--- src/rtl/apb_mig_bridge.sv ---
// APB completer that turns each APB access into a single MIG native-UI
// command/data transaction, one transaction in flight at a time.
module apb_mig_bridge #(
   parameter int unsigned     ADDR_W      = 32,
   parameter int unsigned     DATA_W      = 32,
   parameter int unsigned     APP_ADDR_W  = 28,
   parameter int unsigned     APP_DATA_W  = 128,
   parameter int unsigned     BURST_LEN   = 8,
   parameter longint unsigned MEM_BYTES   = 64'd268435456,
   parameter int unsigned     TIMEOUT_CYC = 1024
) (
   input  logic                    pclk_i,
   input  logic                    preset_i,
   input  logic [ADDR_W-1:0]       paddr_i,
   input  logic [DATA_W-1:0]       pwdata_i,
   input  logic                    pwrite_i,
   input  logic                    psel_i,
   input  logic                    penable_i,
   input  logic [DATA_W/8-1:0]     pstrb_i,
   output logic [DATA_W-1:0]       prdata_o,
   output logic                    pready_o,
   output logic                    pslverr_o,
   input  logic                    init_calib_complete_i,
   output logic [APP_ADDR_W-1:0]   app_addr_o,
   output logic [2:0]              app_cmd_o,
   output logic                    app_en_o,
   input  logic                    app_rdy_i,
   output logic [APP_DATA_W-1:0]   app_wdf_data_o,
   output logic [APP_DATA_W/8-1:0] app_wdf_mask_o,
   output logic                    app_wdf_wren_o,
   output logic                    app_wdf_end_o,
   input  logic                    app_wdf_rdy_i,
   input  logic [APP_DATA_W-1:0]   app_rd_data_i,
   input  logic                    app_rd_data_valid_i
);

   localparam int unsigned STRB_W     = DATA_W / 8;
   localparam int unsigned APP_BYTES  = APP_DATA_W / 8;
   localparam int unsigned NUM_LANES  = APP_DATA_W / DATA_W;
   localparam int unsigned LINE_SHIFT = $clog2(APP_BYTES);
   localparam int unsigned WORD_SHIFT = $clog2(STRB_W);
   localparam int unsigned LANE_W     = (NUM_LANES > 1) ? $clog2(NUM_LANES) : 1;
   localparam int unsigned TMO_W      = (TIMEOUT_CYC > 0) ? $clog2(TIMEOUT_CYC + 1) : 1;
   localparam int unsigned DROP_W     = 4;

   localparam logic [2:0] CMD_WRITE = 3'b000;
   localparam logic [2:0] CMD_READ  = 3'b001;

   typedef enum logic [2:0] {S_IDLE, S_WR, S_RD_CMD, S_RD_WAIT, S_RESP} state_t;

   state_t                  state, state_d;
   logic [LANE_W-1:0]       lane_q, lane_d;
   logic [TMO_W-1:0]        tmo_cnt, tmo_d;
   logic [DROP_W-1:0]       drop_cnt, drop_d;
   logic                    en_d, wren_d, pready_d, pslverr_d, drop_inc;
   logic [2:0]              cmd_d;
   logic [APP_ADDR_W-1:0]   addr_d;
   logic [APP_DATA_W-1:0]   wdata_d;
   logic [APP_BYTES-1:0]    wmask_d;
   logic [DATA_W-1:0]       prdata_d;

   logic [63:0]             addr_ext_c;
   logic                    cap_err_c;
   logic [APP_ADDR_W-1:0]   cap_addr_c;
   logic [LANE_W-1:0]       cap_lane_c;
   logic [APP_BYTES-1:0]    cap_mask_c;
   logic [DATA_W-1:0]       rd_slice_c;
   logic                    tmo_hit_c;
   logic                    drop_dec_c;

   // Decode of the presented APB address/strobes, used only at capture.
   always_comb begin
      addr_ext_c = 64'(paddr_i);
      cap_err_c  = !init_calib_complete_i || (addr_ext_c >= MEM_BYTES) ||
                   (paddr_i[1:0] != 2'b00);
      cap_addr_c = APP_ADDR_W'((addr_ext_c >> LINE_SHIFT) * 64'(BURST_LEN));
      cap_lane_c = LANE_W'(paddr_i >> WORD_SHIFT);
      cap_mask_c = '1;
      for (int b = 0; b < APP_BYTES; b++) begin
         if (((b / STRB_W) == int'(cap_lane_c)) && pstrb_i[b % STRB_W])
            cap_mask_c[b] = 1'b0;
      end
   end

   // Select the captured lane out of the MIG read word.
   always_comb begin
      rd_slice_c = '0;
      for (int i = 0; i < NUM_LANES; i++) begin
         if (lane_q == LANE_W'(i))
            rd_slice_c = app_rd_data_i[i*DATA_W +: DATA_W];
      end
   end

   assign tmo_hit_c  = (TIMEOUT_CYC != 0) && (tmo_cnt == TMO_W'(TIMEOUT_CYC - 1));
   assign drop_dec_c = app_rd_data_valid_i && (drop_cnt != '0);

   // Next-state and next-output logic; every register holds unless a state updates it.
   always_comb begin
      state_d   = state;
      en_d      = app_en_o;
      cmd_d     = app_cmd_o;
      addr_d    = app_addr_o;
      wdata_d   = app_wdf_data_o;
      wmask_d   = app_wdf_mask_o;
      wren_d    = app_wdf_wren_o;
      prdata_d  = prdata_o;
      pready_d  = 1'b0;
      pslverr_d = 1'b0;
      lane_d    = lane_q;
      tmo_d     = '0;
      drop_inc  = 1'b0;

      case (state)
         S_IDLE: begin
            if (psel_i && penable_i) begin
               lane_d   = cap_lane_c;
               addr_d   = cap_addr_c;
               prdata_d = '0;
               if (cap_err_c) begin
                  state_d   = S_RESP;
                  pready_d  = 1'b1;
                  pslverr_d = 1'b1;
               end else if (pwrite_i) begin
                  state_d = S_WR;
                  en_d    = 1'b1;
                  cmd_d   = CMD_WRITE;
                  wren_d  = 1'b1;
                  wdata_d = {NUM_LANES{pwdata_i}};
                  wmask_d = cap_mask_c;
               end else begin
                  state_d = S_RD_CMD;
                  en_d    = 1'b1;
                  cmd_d   = CMD_READ;
               end
            end
         end
         S_WR: begin
            tmo_d = tmo_cnt + TMO_W'(1);
            if (app_en_o && app_rdy_i)             en_d   = 1'b0;
            if (app_wdf_wren_o && app_wdf_rdy_i)   wren_d = 1'b0;
            if (!en_d && !wren_d) begin
               state_d  = S_RESP;
               pready_d = 1'b1;
            end else if (tmo_hit_c) begin
               en_d      = 1'b0;
               wren_d    = 1'b0;
               state_d   = S_RESP;
               pready_d  = 1'b1;
               pslverr_d = 1'b1;
               prdata_d  = '0;
            end
         end
         S_RD_CMD: begin
            tmo_d = tmo_cnt + TMO_W'(1);
            if (app_rdy_i) begin
               en_d    = 1'b0;
               state_d = S_RD_WAIT;
            end
            if (tmo_hit_c) begin
               // An accepted command still owes us a read beat; remember to discard it.
               drop_inc  = app_rdy_i;
               en_d      = 1'b0;
               state_d   = S_RESP;
               pready_d  = 1'b1;
               pslverr_d = 1'b1;
               prdata_d  = '0;
            end
         end
         S_RD_WAIT: begin
            tmo_d = tmo_cnt + TMO_W'(1);
            if (app_rd_data_valid_i && (drop_cnt == '0)) begin
               prdata_d = rd_slice_c;
               state_d  = S_RESP;
               pready_d = 1'b1;
            end else if (tmo_hit_c) begin
               drop_inc  = 1'b1;
               state_d   = S_RESP;
               pready_d  = 1'b1;
               pslverr_d = 1'b1;
               prdata_d  = '0;
            end
         end
         S_RESP:  state_d = S_IDLE;
         default: state_d = S_IDLE;
      endcase

      drop_d = drop_cnt;
      if (drop_inc && (drop_cnt != '1)) drop_d = drop_d + DROP_W'(1);
      if (drop_dec_c)                   drop_d = drop_d - DROP_W'(1);
   end

   // State and registered outputs.
   always_ff @(posedge pclk_i) begin
      if (preset_i) begin
         state          <= S_IDLE;
         app_en_o       <= 1'b0;
         app_cmd_o      <= 3'b000;
         app_addr_o     <= '0;
         app_wdf_data_o <= '0;
         app_wdf_mask_o <= '0;
         app_wdf_wren_o <= 1'b0;
         app_wdf_end_o  <= 1'b0;
         prdata_o       <= '0;
         pready_o       <= 1'b0;
         pslverr_o      <= 1'b0;
         lane_q         <= '0;
         tmo_cnt        <= '0;
         drop_cnt       <= '0;
      end else begin
         state          <= state_d;
         app_en_o       <= en_d;
         app_cmd_o      <= cmd_d;
         app_addr_o     <= addr_d;
         app_wdf_data_o <= wdata_d;
         app_wdf_mask_o <= wmask_d;
         app_wdf_wren_o <= wren_d;
         app_wdf_end_o  <= wren_d;
         prdata_o       <= prdata_d;
         pready_o       <= pready_d;
         pslverr_o      <= pslverr_d;
         lane_q         <= lane_d;
         tmo_cnt        <= tmo_d;
         drop_cnt       <= drop_d;
      end
   end

endmodule

--- config.mk ---
export PLATFORM = sky130hd
export DESIGN_NAME = apb_mig_bridge
export DESIGN_NICKNAME = d
export VERILOG_FILES = /design/src/rtl/apb_mig_bridge.sv
export SDC_FILE = /design/constraint.sdc
export NUM_CORES = 1
export LEC_CHECK = 0
export ABC_AREA = 1
export CORE_AREA = 2 2 162 164
export CTS_BUF_LIST = sky130_fd_sc_hd__clkbuf_16
export DETAILED_ROUTE_END_ITERATION = 8
export DIE_AREA = 0 0 164 166
export GPL_TIMING_DRIVEN = 0
export MAX_ROUTING_LAYER = met4
export PLACE_DENSITY = 0.61
export SKIP_CTS_REPAIR_TIMING = 1
export SLEW_MARGIN = 20
export SYNTH_ARGS = -nofsm -noshare
export SYNTH_HDL_FRONTEND = slang
export SYNTH_SLANG_ARGS = --single-unit
--- constraint.sdc ---
create_clock -name pclk_i -period 2.5 [get_ports pclk_i]
set_clock_uncertainty 0.15 [all_clocks]
set_input_delay 0.75 -clock pclk_i [delete_from_list [all_inputs] [get_ports pclk_i]]
set_output_delay 0.75 -clock pclk_i [all_outputs]
set_load 0.03 [all_outputs]
==> out/summary.json <==
{
  "floorplanning": {
    "floorplan.rows": 59,
    "io-pin-count": 417,
    "design.die.area_um2": 27220,
    "die_w_um": 164,
    "initial_utilization_pct": 25.58,
    "die_h_um": 166,
    "design.core.area_um2": 25620
  },
  "synth": {
    "mappedNetlistArea_um2": 6553,
    "synth_compound_gate_area_share_pct": 19.06,
    "postSynthRegisterBits": 130,
    "synth_top_family_by_area": "simple AND/OR/NAND/NOR gates",
    "warnings_synthesis": 0,
    "share_of_synthesized_area_spent_on_multiplexers_pct": 0,
    "ys.flop_type": "dfxtp_1",
    "synth-adder-area-share_pct": 0.7638,
    "netlist_instances": 899,
    "yosys.area_share.xor_xnor_pct": 0,
    "synth_edf_count": 0,
    "ys_async_sr_fraction_pct": 0,
    "synth.avg_cell_area_um2": 7.289,
    "seq_area_frac_synth_pct": 39.72,
    "yosys.area_share.simple_pct": 22.34,
    "count_of_unique_library_cells_instantiated_by_yosys": 41
  },
  "setup_path": {
    "max_stage_delay_ns": 0.72,
    "timing.critical_path.arrival_ns": 1.55,
    "worstPathCellList": "clkdlybuf4s50_1",
    "slowest_stage": "clkdlybuf4s50_1",
    "critical_path_required_ns": 1.60,
    "cp-start-kind": "flip-flop",
    "worstPathBufferInverterCount": 1,
    "endpoint_kind": "primary output",
    "path_class": "reg -> out",
    "critical_path_peak_fanout": 5,
    "timing.critical_path.max_delay_family": "buffers and inverters"
  },
  "timing": {
    "hold_violations": 0,
    "slew_headroom_pct": 53.22,
    "maximum_frequency_from_static_timing_analysis_mhz": 408.7,
    "tmin_final_ns": 2.447,
    "report.final.setup_viol": 0,
    "drv_slew": 0,
    "worst-slew-pin-transition_ns": 0.6991,
    "worst_slack_ns": 0.05348,
    "post-route-period-util_pct": 97.86
  },
  "routing": {
    "route.detailed.vias_per_inst": 4.421,
    "drt_drc_violations_left": 0,
    "route.vias.total": 7453,
    "antenna_violating_nets_left": 0,
    "first_pass_iters": 4,
    "routed_wirelength_um": 26140,
    "routedWlPerCell_um": 15.50,
    "dr.first_iter.drc_count": 361
  },
  "cells_and_area": {
    "multi_input_gate_area_um2": 2818,
    "final_layout_size_suffix_gt1_share_pct": 13.03,
    "final_cell_mix": "clkdlybuf4s50_1 (306), nor2_1 (154), nand2_1 (131), dfxtp_1 (130), buf_4 (108)",
    "area.sequential_um2": 2603,
    "finalInstanceArea_um2": 11980,
    "synth_to_final_area_change_pct": 82.89,
    "fillCellCount": 2523,
    "antennaDiodeCount": 0,
    "mostFrequentLayoutCell": "clkdlybuf4s50_1",
    "final_nets": 1548
  },
  "clocking": {
    "cts-root-buf": "clkbuf_16",
    "cts_tree": "built",
    "clk-insertion-delay-late_ns": 0.41,
    "clkTransAtPathRegs_ns": 0.05,
    "numCtsBuffers": 17,
    "clock_sink_count": 130,
    "cts_htree_levels": 4,
    "ctsLongestPathBuffers": 2
  },
  "pwr": {
    "peakVddDrop_uv": 389.8,
    "power-per-cell-area_nw_per_um2": 455.7,
    "total_power_mw": 5.461,
    "static-leakage-power_nw": 6.736
  },
  "placed_design": {
    "gp_routability_congestion": 0.8823,
    "count_of_input_and_output_buffers": 411,
    "detailed_place.area_um2": 11100,
    "detailed_place_hpwl_um": 20770,
    "pre_cts_slack_ns": -0.5170
  },
  "global_routing": {
    "grt_util_met2_pct": 31.04,
    "grt_max_degree": 17,
    "gr-max-usage-layer": "met2",
    "global_route.usage.met1_pct": 23.07,
    "grt_pass1_wl_um": 38670,
    "grt_util_met3_pct": 4.670,
    "number_of_global_route_vias_before_repair": 6933,
    "grt_util_all_layers_pct": 18.66,
    "grt.overflow.total": 0,
    "initial_antenna_violation_count": 0
  },
  "run": {
    "cap_viol_max_count": 0
  },
  "status": {
    "status": "completed"
  },
  "hold_path": {
    "min_path_type": "reg -> reg"
  }
}
## power breakdown
part / internal [mW] / switching, mW / total (mW)
combinational: 0.511 / 0.508 / 1.02
clock: 1.34 / 0.914 / 2.25
sequential: 2.14 / 0.0523 / 2.19
total: 3.99 / 1.47 / 5.46
## cell type report
| type | instances | share of cell area [%] |
|---|---|---|
| well taps | 335 | 3.498 |
| clock buffers | 17 | 3.550 |
| flip-flops and latches | 130 | 21.72 |
| repair buffers | 417 | 37.00 |
| multi-input cells | 573 | 23.51 |
| clock inverters | 14 | 0.8352 |
| plain buffers | 150 | 8.321 |
| inverters | 50 | 1.566 |
## kinds of logic (layout without fill, tap and decap cells)
family,after synthesis,count (layout)
adders and majority gates,4,4
buffers and inverters,200,648
and+or+nand+nor,351,351
AOI/OAI and AO/OA,213,213
other,1,5
DFF,130,130
## sequential cells by signal (all words and copies together) (netlist names), 2 cells and up
name            flops
drop_cnt            4
app_addr_o         25
app_wdf_mask_o     16
tmo_cnt            11
lane_q              2
app_wdf_data_o     32
state               3
prdata_o           32
## cell usage after synthesis, types with 3 or more instances
library cell  count  area share [%]
buf_6             4            0.69
ha_1              4            0.76
o22ai_1           9            0.86
nand2_1         132             7.6
nor3_1           25             1.9
o221ai_1          7            0.94
o21ai_1           3            0.23
nor2_1          156             8.9
inv_2             6            0.34
buf_1             3            0.17
a21oi_1          49             3.7
o21a_1            3            0.34
a221oi_1         11             1.5
o21ai_0          94             7.2
buf_2            12            0.92
o211ai_1         32             3.7
dfxtp_1         130              40
buf_4           103              12
clkbuf_1         27             1.5
inv_1            44             2.5
nand3_1          19             1.5
## worst paths after layout
path / start / end / slack (ns) / depth (start not counted)
setup / recovery: app_wdf_data_o[113]$_SDFFE_PP0P_ / app_wdf_data_o[17] / 0.05 / 1
hold / removal: tmo_cnt[0]$_SDFF_PP0_ / tmo_cnt[0]$_SDFF_PP0_ / 0.30 / 1
setup reg to reg: lane_q[1]$_SDFFE_PP0P_ / prdata_o[10]$_SDFFE_PP0P_ / 0.27 / 7
hold reg to reg: tmo_cnt[0]$_SDFF_PP0_ / tmo_cnt[0]$_SDFF_PP0_ / 0.30 / 1
## metrics by stage
stage / hold slack, ns / util [%] / TNS [ns] / std cells
2_1_floorplan: 0.2632 / - / 0 / 903
3_3_place_gp: 0.2776 / 43.34 / -31.26 / 1649
3_5_place_dp: 0.2865 / 43.34 / -33.16 / 1649
4_1_cts: 0.2959 / 45.39 / -6.021 / 1680
5_1_grt: 0.3134 / 46.78 / -0.001879 / 1686
6_report: 0.2987 / 46.78 / 0 / 1686
## layer usage
| metal | part of all wire (%) | vias up |
|---|---|---|
| li1 | - | 3761 |
| met1 | 44 | 3424 |
| met2 | 49 | 254 |
| met3 | 6.8 | 14 |
| met4 | 0.77 | 0 |
| met5 | 0 | - |
Note: power is estimated with default switching activity, not from simulation.
==> variant, RTL diff (same settings) <==
`MEM_BYTES`: 64'd268435456 -> 64'd201326592.
--- a/src/rtl/apb_mig_bridge.sv
+++ b/src/rtl/apb_mig_bridge.sv
@@ -7,5 +7,5 @@
    parameter int unsigned     APP_DATA_W  = 128,
    parameter int unsigned     BURST_LEN   = 8,
-   parameter longint unsigned MEM_BYTES   = 64'd268435456,
+   parameter longint unsigned MEM_BYTES   = 64'd201326592,
    parameter int unsigned     TIMEOUT_CYC = 1024
 ) (
Behaviour: not the same (a bounded check fails within 4 cycles, from zero or initial values and one cycle with preset_i high).
==> variant against the original RTL <==
Via count is 0.31% higher. Routed wire length up 4.4%. Synthesized cell count is 0.56% higher. Synthesized area rose by 2.9%. Sequential cell count unchanged. Setup slack got worse by 16 ps. First-iteration DRC count shrank 12%. Total power is 0.37% higher. Register-to-register slack improved by 20 ps. Design area up 1.7%. Largest power group unchanged.
==> variant: results (changes against the original RTL) <==
| Metric | Value |
|---|---|
| Delay-heaviest family, CP | buffers and inverters (unchanged) |
| FILL cells | 2484 (was 2523) |
| Clk slew on worst S/H paths | 60 ps |
| Cell Count Post-Placement | 1654 (was 1649) |
| Rel. slew slack | 57.6% (was 53.2%) |
| Routed WL | 27300 um (was 26100 um) |
| DRT Pass-1 Iters | 5 (was 4) |
| Sequential area share after synthesis | 38.6% (was 39.7%) |
| GRT Overall Usage | 19.4% (was 18.7%) |
| Largest cells by area after synthesis | dfxtp_1 (39%), buf_4 (11%), nand2_1 (6.6%) (was dfxtp_1 (40%), buf_4 (12%), nor2_1 (8.9%)) |
| H-tree levels | 4 (unchanged) |
| Layout Cells excl Fill | 1688 (was 1686) |
| Share of layout cells above drive strength 1 | 13.6% (was 13.0%) |
| Port Buffers | 411 (unchanged) |
| First-pass GRT wire length | 39200 um (was 38700 um) |
| Lkg Pwr | 0.00666 uW (was 0.00674 uW) |
| Hold crit path type | flip-flop to flip-flop (unchanged) |
| Via count | 7476 (was 7453) |
| Peak supply drop | 0.000388 V (was 0.000390 V) |
| Cell count after synthesis | 904 (was 899) |
| DPL Wire Length | 22000 um (was 20800 um) |
| Outcome | complete, no violations (unchanged) |
| CTS max path bufs | 2 (unchanged) |
| Diode count | 0 (unchanged) |
| Yosys cell types | 40 (was 41) |
| Total grt overflow | 0 (unchanged) |
| Crit path DAT | 1560 ps |
| Synth top cells by count | dfxtp_1 (130), nand2_1 (119), buf_4 (102), inv_1 (89), o21ai_0 (83) (was nor2_1 (156), nand2_1 (132), dfxtp_1 (130), buf_4 (103), o21ai_0 (94)) |
| GP Congestion | 0.928 (was 0.882) |
| Max incr delay on CP | 710 ps |
| Clk Latency, worst-skew pair | between 400 and 500 ps |
| Number of global-route vias before repair | 6882 (was 6933) |
| Nets | 1549 (was 1548) |
| CTS buffer count | 17 (unchanged) |
| Largest net degree at the start of global routing | 17 (unchanged) |
| 1st-iter DRT viols | 316 (was 361) |
| Antenna violations before repair | 0 (unchanged) |
variant: cell type report:
class	count	share of cell area, %
multi-input combinational	532	22.9
clock buffer	17	3.49
sequential	130	21.4
buffer	149	8.24
timing repair buffer	414	36.2
tap	335	3.44
clock inverter	15	1.35
inverter	96	3.00
variant: per-stage QoR:
stage | area [um^2] | utilization (%) | worst slack [ps]
3_3_place_gp | 11300 | 44.1 | -521
2_1_floorplan | 6760 | - | 433
6_report | 12200 | 47.6 | 37.1
5_1_grt | 12200 | 47.6 | 1.13
4_1_cts | 11900 | 46.4 | -131
3_5_place_dp | 11300 | 44.1 | -529
variant: worst reg2reg max path, stage by stage, from the launching register on:
cell and delay [ps]:
dfxtp_1 350, ha_1 170, nand2_1 100, nor2_4 160, nand2_2 140, nor2_8 140, nand3_2 90, nand2_2 120
nand3_1 100, nand2_2 100, inv_1 50, ha_1 270, nand2_1 50, o211ai_1 70, inv_1 50
variant: final timing paths:
check / startpoint / end / slack (ps) / depth (start not counted)
worst max-delay path: app_wdf_data_o[110] / app_wdf_data_o[14] / 40 / 1
worst min register to register: tmo_cnt[0] / tmo_cnt[0] / 300 / 1
worst min-delay path: tmo_cnt[0] / tmo_cnt[0] / 300 / 1
worst max register to register: tmo_cnt[0] / drop_cnt[1] / 290 / 14
variant: where the power goes:
part / switching, uW / internal, uW
logic: 380 / 433
registers: 21.1 / 2110
clock network: 983 / 1560
variant: kinds of logic after synthesis:
group | share of synthesized area (%)
and+or+nand+nor | 18.2
buffers and inverters | 20.4
other | 0.0556
AOI/OAI and AO/OA | 21.7
DFF | 38.6
adders and majority gates | 0.742
xor gates and xnor gates | 0.260
variant: routing by layer:
layer	global-route usage [%]	vias up	wire length, um
met2	32.8	293	13300
met3	4.87	27	2150
met5	-	-	0
li1	-	3788	-
met4	4.69	0	435
met1	22.9	3368	11400
